File: config.mk
export PLATFORM = sky130hd
export DESIGN_NAME = br_predictor_bht
export DESIGN_NICKNAME = d
export VERILOG_FILES = /design/src/rtl/br_predictor_bht.sv
export SDC_FILE = /design/constraint.sdc
export NUM_CORES = 1
export LEC_CHECK = 0
export CAP_MARGIN = 20
export CORE_MARGIN = 3
export CORE_UTILIZATION = 55
export DETAILED_ROUTE_END_ITERATION = 10
export GPL_ROUTABILITY_DRIVEN = 1
export PLACE_DENSITY_LB_ADDON = 0.08
export SYNTH_ARGS = -nofsm -noshare
export SYNTH_HDL_FRONTEND = slang
export SYNTH_SLANG_ARGS = --single-unit
File: constraint.sdc
create_clock -name clk -period 2 [get_ports clk]
set_input_delay 0.3 -clock clk [delete_from_list [all_inputs] [get_ports clk]]
set_output_delay 0.3 -clock clk [all_outputs]
set_load 0.01 [all_outputs]
File: src/rtl/br_predictor_bht.sv
// Table-based branch predictor for the IF stage: per-PC saturating counters,
// a tagged in-flight record pipeline, and EX-stage mispredict flush/redirect.

module bht_ctr #(
  parameter int CTR_W    = 2,
  parameter int CTR_INIT = 1
) (
  input  logic             clk,
  input  logic             rst_n,
  input  logic             upd,
  input  logic             taken,
  output logic [CTR_W-1:0] ctr
);
  always_ff @(posedge clk or negedge rst_n) begin
    if (!rst_n)
      ctr <= CTR_W'(CTR_INIT);
    else if (upd) begin
      if (taken && ctr != '1)
        ctr <= ctr + CTR_W'(1);
      else if (!taken && ctr != '0)
        ctr <= ctr - CTR_W'(1);
    end
  end
endmodule

module br_predictor_bht #(
  parameter int ADDR_W     = 32,
  parameter int IDX_W      = 4,
  parameter int CTR_W      = 2,
  parameter int CTR_INIT   = 1,
  parameter int PIPE_DEPTH = 3,
  parameter int CNT_W      = 16
) (
  input  logic              clk,
  input  logic              rst_n,
  input  logic              pipe_en,
  input  logic              if_br,
  input  logic [ADDR_W-1:0] if_pc,
  output logic              pred_taken,
  input  logic              is_br_ex,
  input  logic              branch_ex,
  input  logic [ADDR_W-1:0] ex_target,
  output logic              flush,
  output logic [ADDR_W-1:0] redirect_pc,
  output logic [CNT_W-1:0]  mispred_cnt
);
  localparam int ENTRIES = 1 << IDX_W;

  typedef struct packed {
    logic [IDX_W-1:0]  idx;
    logic              pred;
    logic [ADDR_W-1:0] pc4;
  } rec_t;

  logic [ENTRIES-1:0][CTR_W-1:0] ctr_q;
  logic [ENTRIES-1:0]            upd_vec;
  logic [IDX_W-1:0]              if_idx;
  rec_t                          if_rec;
  rec_t [PIPE_DEPTH-1:0]         rec_pipe;
  logic [PIPE_DEPTH-1:0]         vld_pipe;
  rec_t                          ex_rec;
  logic                          ex_vld;
  logic                          resolve;
  logic                          mis;
  logic [CNT_W-1:0]              cnt_q;

  assign if_idx     = if_pc[IDX_W+1:2];
  assign pred_taken = ctr_q[if_idx][CTR_W-1];
  assign if_rec     = '{idx: if_idx, pred: pred_taken, pc4: if_pc + ADDR_W'(4)};

  assign ex_rec  = rec_pipe[PIPE_DEPTH-1];
  assign ex_vld  = vld_pipe[PIPE_DEPTH-1];
  assign resolve = is_br_ex & ex_vld;
  assign mis     = resolve & (branch_ex != ex_rec.pred);

  assign flush       = mis;
  assign redirect_pc = mis ? (branch_ex ? ex_target : ex_rec.pc4) : '0;
  assign mispred_cnt = cnt_q;

  // One counter per table entry; lookups see the pre-update value this cycle.
  genvar gi;
  generate
    for (gi = 0; gi < ENTRIES; gi++) begin : g_ctr
      assign upd_vec[gi] = pipe_en & resolve & (ex_rec.idx == IDX_W'(gi));
      bht_ctr #(.CTR_W(CTR_W), .CTR_INIT(CTR_INIT)) u_ctr (
        .clk   (clk),
        .rst_n (rst_n),
        .upd   (upd_vec[gi]),
        .taken (branch_ex),
        .ctr   (ctr_q[gi])
      );
    end
  endgenerate

  // A flush squashes everything younger than the retiring EX record,
  // including the record that would be allocated from IF this cycle.
  always_ff @(posedge clk or negedge rst_n) begin
    if (!rst_n) begin
      vld_pipe <= '0;
      rec_pipe <= '0;
    end else if (pipe_en) begin
      vld_pipe[0] <= if_br & ~flush;
      rec_pipe[0] <= if_rec;
      for (int k = 1; k < PIPE_DEPTH; k++) begin
        vld_pipe[k] <= vld_pipe[k-1] & ~flush;
        rec_pipe[k] <= rec_pipe[k-1];
      end
    end
  end

  always_ff @(posedge clk or negedge rst_n) begin
    if (!rst_n)
      cnt_q <= '0;
    else if (mis && pipe_en && cnt_q != '1)
      cnt_q <= cnt_q + CNT_W'(1);
  end
endmodule

==> impl_results.md <==
- Status: complete, but fails checks
- Failing checks: negative setup slack
- Placement Setup Slack: -0.571 ns
- EDFF count, synth: 0
- Peak supply drop: slightly above 0.7 mV
- Clock Skew: a little under 0.009 ns
- Full die area: 16000 µm²
- Unrepaired setup endpoints after global routing: true
- CTS Buf Count: 17
- Worst hold path type: in2reg
- Met2 Use GR: 0.403
- Worst-margin pin slew: 0.553 ns
- Root buf cell: clkbuf_16
- Total of max-cap violations: 0
- Clock Path Buffers: 2
- Period Utilization, post-route: 1.07
- Global-route usage over all layers: 0.249
- Final Util: 0.756
- Met3 Use GR: 0.0632
- DPL Wire Length: 12800 µm
- I/O pins: 120
- Power density over the cells: around 870 nW/µm²
- Most frequent cells in the layout: dfrtp_1, mux2_2, clkdlybuf4s50_1
- Yosys reg bits: 162
- Mapped Nets: 794
- Post-synth top area cell: dfrtp_1
- Worst path top cell family by delay: buffers and inverters
- Syn-to-layout area delta: 33.3%
- Fin cells: between 1k and 1.5k
- Final count of hold timing violations: 0
- Most common cell after layout, fill and taps aside: dfrtp_1
- Cell variety after synth: 50
- Critical Path Most Common Cell: buf_6
- Number of global-route vias before repair: ~6.6k
- Vias: 6320
- DRT Pass-1 Iters: 5
- Post-Syn Instances: 722
- Nets: 970
- Slew Viols, Final: 0
- CTS tree: done
- FP Rows: 43
- Yosys top cell area share: 0.459
- Die Height: between 100 and 150 µm
- Final setup viols: 33
- Multi-input gate area: 3860 µm²
- Remaining DRCs: 0
- CP Capture Type: output port
- DRT iter0 DRCs: approximately 370
- # clock sinks: 162
- Worst endpoint data arrival time: 1.83 ns
- GR peak layer: met2
- Vias per inst: 5.79
- Drt wl/cell: 17.2 µm
- CP max stage cell: dfrtp_1
- Startpoint Class: flip-flop
- Critical-path cell list: xor2_2, nand3_4, buf_6, buf_6, buf_16, nor2_1, buf_2
- Register area: 4080 µm²
- # fillers: 942
- Gr ovfl total: 0
- Buffers on Ports: 119
- Yosys warnings: 0
- Leak: 0.00449 µW
- Reg clk slew, reported paths: 0.06 ns
- Crit path buffers/inverters: 4
- DRT Wirelength: 18800 µm
- Ys async rst share: 1.00
- First-pass GRT wire length: 32000 µm
- Final GP Congestion: 0.818
- Met1 usage: 0.325
- Placed insts: ~1.1k
- TNS Setup: -2.73 ns
- Top post-synthesis cells by area: dfrtp_1, mux2_2, dfstp_2, mux2i_1, nor2_1
- WP data required: 1.70 ns
- Max-slew headroom: 0.632
- Slowest stage delay, CP: 0.41 ns
- Share of layout cells above drive strength 1: 0.326
- Starting density of the core: 0.567
- Tot Pwr: 9210 µW
- Synth Area per Inst: 11.0 µm²
- Largest net degree at the start of global routing: about 70
- Clock latency on the worst-skew pair: 0.43 ns
- Core area: 14000 µm²
- H-tree depth: 4
- ANT nets after route: 0
- Setup WS post-layout: -0.134 ns
- Sequential share of the synthesized area: 0.511
- Ant. Diodes: 0
- Initial antenna violation count: 0
- Die width: 126 µm
- CP Class: reg2out
- Tmin final: 2.13 ns
- Post-synthesis cell area: ~8000 µm²
- CP max FO: 8
- Fmax: 469 MHz
- Post-synth top flop: dfrtp_1
metrics by stage:
step / area (µm²) / hold slack (ns)
6_report: 10600 / 0.271
5_1_grt: 10600 / 0.266
4_1_cts: 10400 / 0.261
3_5_place_dp: 9780 / 0.263
3_3_place_gp: 9780 / 0.263
2_1_floorplan: 7970 / 0.00441
synthesized netlist by cell type (6+ instances only):
master,instances
clkbuf_1,26
a31oi_1,14
or4_1,13
nor3_1,9
o21ai_0,35
nand4_1,15
a21oi_1,12
buf_2,6
nand3b_1,6
mux2_2,88
o31ai_1,24
and4_1,7
nor2_1,76
and2_1,15
mux2i_1,41
dfstp_2,16
nand2_1,47
xor2_1,21
nand3_1,22
inv_1,10
o211ai_1,13
dfrtp_1,146
where the power goes:
group | internal [µW] | switching (µW) | total [µW]
sequential | 3880 | 417 | 4300
clock | 1980 | 1280 | 3260
combinational | 885 | 767 | 1650
worst reg2reg max path, cell delays in order (launching register included):
cell and delay (ns):
dfrtp_1 0.41, xor2_2 0.26, buf_4 0.16, buf_4 0.10, buf_4 0.12, nand2_4 0.07, nor4_1 0.36, mux2_2 0.37
kinds of logic after synthesis:
kind of cell,after synthesis,share of synthesized area
and+or+nand+nor,240,0.156
DFF,162,0.511
muxes,133,0.187
AOI/OAI and AO/OA,105,0.0829
buffers and inverters,54,0.0306
xor gates and xnor gates,24,0.0264
adders and majority gates,4,0.00565
metal layers:
metal	vias to the layer above	wire length, µm
li1	2979	-
met1	3116	8110
met2	190	9230
met3	35	1030
met4	0	418
met5	-	0
registers in the layout (all words and copies together), names as in the netlist:
register	count
rec_pipe	74
ex_rec	37
g_ctr.u_ctr.ctr	32
mispred_cnt	16
vld_pipe	3
path summary, 6_finish.rpt:
kind	from	end	slack, ns	cells past startpoint
max	ex_rec[32]	redirect_pc[19]	-0.13	7
min	pipe_en	vld_pipe[0]	0.27	3
max reg2reg	ex_rec[32]	mispred_cnt[14]	0.04	7
min reg2reg	rec_pipe[37]	ex_rec[0]	0.50	1
max in group asynchronous	rst_n	g_ctr[11].u_ctr.ctr[0]	0.98	3
min in group asynchronous	rst_n	g_ctr[11].u_ctr.ctr[1]	0.38	2
layout make-up:
cell class | instances | area share
Multi-Input combinational cell | 506 | 0.364
Clock inverter | 11 | 0.0128
Clock buffer | 21 | 0.0424
Inverter | 10 | 0.00401
Timing Repair Buffer | 201 | 0.172
Sequential cell | 162 | 0.384
Tap cell | 180 | 0.0212
what timing repair did:
action	in CTS	in global routing
pin swaps	17	13
resized for setup	162	61
hold endpoints to repair	37	0
setup buffers	4	3
setup endpoints to repair	36	35
cloned	1	0
hold buffers	1	0
No activity file was read; power rests on OpenSTA's default activity.
